### config.mk
export PLATFORM = sky130hd
export DESIGN_NAME = state_change_logger
export DESIGN_NICKNAME = d
export VERILOG_FILES = /design/src/rtl/state_change_logger.sv
export SDC_FILE = /design/constraint.sdc
export NUM_CORES = 1
export LEC_CHECK = 0
export BUFFER_PORTS_ARGS = -buffer_cell sky130_fd_sc_hd__buf_2
export CAP_MARGIN = 40
export CORE_MARGIN = 4
export CORE_UTILIZATION = 45
export DETAILED_ROUTE_END_ITERATION = 7
export SLEW_MARGIN = 15
export SYNTH_ARGS = -nofsm -noshare
export SYNTH_HDL_FRONTEND = slang
export SYNTH_SLANG_ARGS = --single-unit
### constraint.sdc
create_clock -name clk -period 5.2 [get_ports clk]
set_input_delay 1.04 -clock clk [delete_from_list [all_inputs] [get_ports clk]]
set_output_delay 1.04 -clock clk [all_outputs]
set_load 0.01 [all_outputs]
### src/rtl/state_change_logger.sv
// -----------------------------------------------------------------------------
// state_change_logger
//
// Purpose:
//   Records each settled 8-bit state reported by the state monitor, together
//   with a coarse timestamp, into a small first-word-fall-through history
//   buffer. A readout stage drains the buffer later. A report that repeats the
//   most recently stored state is dropped. A report that finds no space is
//   also dropped, and the sticky overflow flag is set.
//
// Parameters:
//   DEPTH    - number of history entries (power of two, >= 2)
//   TS_WIDTH - timestamp width in ticks
//   TICK_DIV - clk cycles per timestamp tick (>= 1)
//
// Ports:
//   clk        in   1           rising-edge clock
//   reset      in   1           synchronous, active-high reset
//   in_valid   in   1           one-cycle report of a settled state
//   in_state   in   8           settled state word, sampled with in_valid
//   rd_en      in   1           pop the head entry (ignored while empty)
//   clear_ovf  in   1           clear the sticky overflow flag
//   out_valid  out  1           buffer non-empty
//   out_state  out  8           head entry state, 0 when empty
//   out_ts     out  TS_WIDTH    head entry timestamp, 0 when empty
//   count      out  AW+1        entries held, 0..DEPTH
//   full       out  1           count == DEPTH
//   overflow   out  1           sticky, a non-duplicate report was lost
// -----------------------------------------------------------------------------
module state_change_logger #(
  parameter int DEPTH    = 8,
  parameter int TS_WIDTH = 16,
  parameter int TICK_DIV = 10000
) (
  input  logic                      clk,
  input  logic                      reset,
  input  logic                      in_valid,
  input  logic [7:0]                in_state,
  input  logic                      rd_en,
  input  logic                      clear_ovf,
  output logic                      out_valid,
  output logic [7:0]                out_state,
  output logic [TS_WIDTH-1:0]       out_ts,
  output logic [$clog2(DEPTH):0]    count,
  output logic                      full,
  output logic                      overflow
);

  localparam int AW    = $clog2(DEPTH);
  localparam int CW    = AW + 1;
  // A divide-by-one prescaler still needs a legal one-bit register.
  localparam int PRE_W = (TICK_DIV > 1) ? $clog2(TICK_DIV) : 1;

  localparam logic [PRE_W-1:0] PRE_LAST  = PRE_W'(TICK_DIV - 1);
  localparam logic [CW-1:0]    CNT_FULL  = CW'(DEPTH);
  localparam logic [CW-1:0]    CNT_EMPTY = '0;

  // ---------------------------------------------------------------------------
  // State registers
  // ---------------------------------------------------------------------------
  logic [PRE_W-1:0]    pre_q,        pre_d;
  logic [TS_WIDTH-1:0] ts_q,         ts_d;
  logic [AW-1:0]       rd_ptr_q,     rd_ptr_d;
  logic [AW-1:0]       wr_ptr_q,     wr_ptr_d;
  logic [CW-1:0]       count_q,      count_d;
  logic                overflow_q,   overflow_d;
  logic [7:0]          last_state_q, last_state_d;
  logic                last_vld_q,   last_vld_d;

  // History storage is deliberately not reset; the outputs are masked when
  // the buffer is empty, so stale contents are never visible.
  logic [7:0]          state_mem_q [DEPTH];
  logic [TS_WIDTH-1:0] ts_mem_q    [DEPTH];

  // ---------------------------------------------------------------------------
  // Push / pop decisions
  // ---------------------------------------------------------------------------
  logic empty;
  logic is_dup;
  logic want_push;
  logic do_pop;
  logic do_push;
  logic drop;

  always_comb begin
    empty     = (count_q == CNT_EMPTY);
    is_dup    = last_vld_q && (in_state == last_state_q);
    want_push = in_valid && !is_dup;
    do_pop    = rd_en && !empty;
    // A full buffer still accepts a report when the head leaves on the
    // same edge, so the two operations never lose an entry between them.
    do_push   = want_push && ((count_q != CNT_FULL) || do_pop);
    drop      = want_push && !do_push;
  end

  // ---------------------------------------------------------------------------
  // Next-state logic
  // ---------------------------------------------------------------------------
  always_comb begin
    pre_d        = pre_q;
    ts_d         = ts_q;
    rd_ptr_d     = rd_ptr_q;
    wr_ptr_d     = wr_ptr_q;
    count_d      = count_q;
    overflow_d   = overflow_q;
    last_state_d = last_state_q;
    last_vld_d   = last_vld_q;

    // Prescaler and timestamp; ts wraps silently at its width.
    if (pre_q == PRE_LAST) begin
      pre_d = '0;
      ts_d  = ts_q + 1'b1;
    end else begin
      pre_d = pre_q + 1'b1;
    end

    if (do_pop) begin
      rd_ptr_d = rd_ptr_q + 1'b1;
    end

    if (do_push) begin
      wr_ptr_d     = wr_ptr_q + 1'b1;
      last_state_d = in_state;
      last_vld_d   = 1'b1;
    end

    case ({do_push, do_pop})
      2'b10:   count_d = count_q + 1'b1;
      2'b01:   count_d = count_q - 1'b1;
      default: count_d = count_q;
    endcase

    // A loss in the same cycle outranks the clear request.
    if (drop) begin
      overflow_d = 1'b1;
    end else if (clear_ovf) begin
      overflow_d = 1'b0;
    end
  end

  // ---------------------------------------------------------------------------
  // Control registers
  // ---------------------------------------------------------------------------
  always_ff @(posedge clk) begin
    if (reset) begin
      pre_q        <= '0;
      ts_q         <= '0;
      rd_ptr_q     <= '0;
      wr_ptr_q     <= '0;
      count_q      <= '0;
      overflow_q   <= 1'b0;
      last_state_q <= '0;
      last_vld_q   <= 1'b0;
    end else begin
      pre_q        <= pre_d;
      ts_q         <= ts_d;
      rd_ptr_q     <= rd_ptr_d;
      wr_ptr_q     <= wr_ptr_d;
      count_q      <= count_d;
      overflow_q   <= overflow_d;
      last_state_q <= last_state_d;
      last_vld_q   <= last_vld_d;
    end
  end

  // ---------------------------------------------------------------------------
  // Storage write; the stamp is the ts value before this edge's increment.
  // ---------------------------------------------------------------------------
  always_ff @(posedge clk) begin
    if (!reset && do_push) begin
      state_mem_q[wr_ptr_q] <= in_state;
      ts_mem_q[wr_ptr_q]    <= ts_q;
    end
  end

  // ---------------------------------------------------------------------------
  // Outputs: head entry read combinationally, forced to 0 when empty.
  // ---------------------------------------------------------------------------
  always_comb begin
    out_valid = !empty;
    out_state = empty ? 8'h00 : state_mem_q[rd_ptr_q];
    out_ts    = empty ? '0 : ts_mem_q[rd_ptr_q];
    count     = count_q;
    full      = (count_q == CNT_FULL);
    overflow  = overflow_q;
  end

endmodule

==> flow_metrics.py <==
metrics = {
    "cells_and_area": {
        "regArea_sq_um": 6830,
        "final_cells": 944,
        "final_common_cell": "edfxtp_1",
        "antennaDiodeCount": 0,
        "multi_input_area_sq_um": 2820,
        "fillers": 1723,
        "drive_above_1_share_pct": 26.0,
        "fin_nets": 670,
        "layout_common_cells": "192 x edfxtp_1, 76 x nor2_1, 51 x dfxtp_1, 48 x mux4_2, 43 x buf_2",
        "area_growth_pct": 16.4,
        "stdcell_area_sq_um": 11400,
    },
    "place": {
        "place.gp.congestion": 0.731,
        "place_hpwl_um": 11900,
        "place_inst": 898,
        "placed_area_sq_um": 10500,
        "io_buffers": 43,
    },
    "global_route": {
        "gr-total-overflow": 0,
        "grt_max_degree": 45,
        "track_usage_pct": 16.2,
        "grt_pass1_vias": 5278,
        "grt_pass1_wl_um": 30500,
        "antenna_found_initial": 0,
    },
    "run_status": {
        "run_status": "complete, no violations",
    },
    "logic_synthesis": {
        "synth-edff-count": 192,
        "async_flop_share_pct": 0,
        "ys_warn_count": 0,
        "synth_area_leader_cell": "edfxtp_1",
        "avgSynthCellArea_sq_um": 16.7,
        "synth-seq-cells": 245,
        "synth_fp_nets": 605,
        "synth_seq_area_share_pct": 69.9,
        "syn_inst": 585,
        "synth_area_sq_um": 9770,
        "yosys-top-cells-area": "edfxtp_1 59%, mux4_2 11%, dfxtp_1 11%",
        "synth_top_cell_area_share_pct": 59.0,
        "synth_ff_type": "edfxtp_1",
        "synth_cell_types": 45,
    },
    "power": {
        "power.density_nw_per_um2": 467,
        "finalPower_mw": 5.31,
        "power_switching_mw": 1.39,
        "pwr-share-clk_pct": 36.3,
        "p_seq_share_pct": 42.5,
        "swShare_pct": 26.1,
        "combPwrFrac_pct": 21.2,
        "cellInternalPower_mw": 3.92,
        "leakagePower_nw": 3.82,
        "peakVddDrop_mv": 0.272,
    },
    "sta": {
        "finalHoldViolations": 0,
        "slew_headroom_pct": 45.4,
        "finClkSkew_ns": 0.0162,
        "drv_slew": 0,
        "tightest_slew_ns": 0.813,
        "rsz0062_at_grt": "false",
        "max_freq_ghz": 0.292,
        "finalSetupViolCount": 0,
        "setup_tns_ns": 0,
        "min_period_ns": 3.42,
        "finalCritPeriodShare_pct": 65.8,
    },
    "clocking": {
        "cts_buffers": 25,
        "clk_pin_slew_ns": 0.06,
        "cts_tree": "yes",
        "insertion_delay_ns": 0.52,
        "clock_path_buffers": 3,
        "cts_resized": 0,
        "cts_setup_buffers": 0,
        "clock_tree.root_cell": "clkbuf_16",
        "h-tree-depth": 1,
        "hold_buffers": 0,
        "cts.sinks": 245,
    },
    "min_path": {
        "hold_path_class": "flop to flop",
        "hold_path.startpoint": "pre_q[0]",
    },
    "worst_setup_path": {
        "startpoint_type": "flop",
        "cp_max_fo": 35,
        "r2r-start": "count[0]",
        "path_class": "flop to output port",
        "crit_path_end_kind": "output port",
        "cp.required_ns": 4.16,
        "crit_arrival_ns": 2.38,
    },
    "die": {
        "core-area_sq_um": 21200,
        "start_util_pct": 46.1,
        "die_w_um": 155,
        "ios": 44,
        "die_h_um": 155,
        "rows": 53,
        "die-area_sq_um": 24100,
    },
    "routing": {
        "post_drt_wl_per_cell_um": 20.4,
        "drt_iter0_drc": 363,
        "routed_wl_um": 19300,
        "vias": 5175,
        "detail-route-antenna-nets": 0,
        "via_per_inst": 5.48,
        "drt-pass1-iter-count": 5,
        "post-route-drc-count": 0,
    },
    "run": {
        "drv_cap": 0,
    },
}
==> registers in the layout, summed over array words and instances, names as in the netlist, named ones only <==
signal        cells
ts_mem_q        128
state_mem_q      64
ts_q             16
pre_q            14
last_state_q      8
count             4
rd_ptr_q          3
wr_ptr_q          3
last_vld_q        1
overflow          1
==> critical path, stage by stage (launching register included) <==
cell	delay, ns
dfxtp_4	0.55
buf_16	0.31
mux4_2	0.56
mux2i_1	0.21
nor2_1	0.06
buf_2	0.16
==> power groups by stage <==
stage / Combinational (mW) / Clock, mW / Sequential, mW
2_1_floorplan: 0.824 / 0 / 2.26
4_1_cts: 1.16 / 1.97 / 2.26
3_3_place_gp: 1.01 / 0 / 2.40
3_5_place_dp: 1.16 / 0 / 2.31
6_report: 1.12 / 1.93 / 2.26
5_1_grt: 1.24 / 2.06 / 2.27
==> metal layers <==
layer | vias to the layer above | part of all wire (%) | global-route usage (%)
li1 | 2372 | - | -
met3 | 22 | 5.2 | 2.36
met5 | - | 0 | 0
met4 | 0 | 1.7 | 4.21
met2 | 136 | 49 | 26.7
met1 | 2645 | 44 | 22.7
==> Yosys cell counts (all sizes together) (4+ instances only) <==
| master | instances |
|---|---|
| xor2 | 11 |
| inv | 13 |
| nor3 | 10 |
| edfxtp | 192 |
| a21oi | 7 |
| nand3 | 13 |
| mux4 | 48 |
| ha | 6 |
| mux2i | 36 |
| and3 | 4 |
| xnor2 | 26 |
| clkbuf | 16 |
| dfxtp | 53 |
| or3 | 4 |
| nand4 | 8 |
| nand2 | 19 |
| nor2 | 79 |
| buf | 10 |
| nor4 | 6 |
==> cell families after synthesis <==
kind of cell             Yosys count  share of synthesized area (%)
adder cells (fa/ha/maj)            7                          0.973
AO/OA/AOI/OAI                     18                           1.42
AND/OR/NAND/NOR                  153                           7.67
flip-flops                       245                           69.9
buffers and inverters             39                           1.66
XOR/XNOR                          37                           3.32
multiplexers                      86                           15.1
==> final cells by class <==
class / instances / share of cell area, %
clock inverter: 12 / 1.66
timing repair buffer: 64 / 3.70
tap: 275 / 3.02
multi-input combinational: 301 / 24.8
inverter: 13 / 0.429
clock buffer: 34 / 6.32
sequential: 245 / 60.1
==> worst paths after layout <==
path,to,slack (ns),depth (start not counted)
setup / recovery,out_ts[11],1.78,5
hold / removal,pre_q[0],0.48,1
setup reg to reg,count[3],2.31,11
hold reg to reg,pre_q[0],0.48,1
==> through the flow <==
step	utilization, %	setup WS, ns	hold WS [ns]
3_5_place_dp	49.3	1.74	0.461
2_1_floorplan	-	0.477	0.430
3_3_place_gp	48.9	1.77	0.442
5_1_grt	53.6	1.56	0.490
4_1_cts	53.6	1.66	0.475
6_report	53.6	1.78	0.475
(Power assumes the default switching activity.)
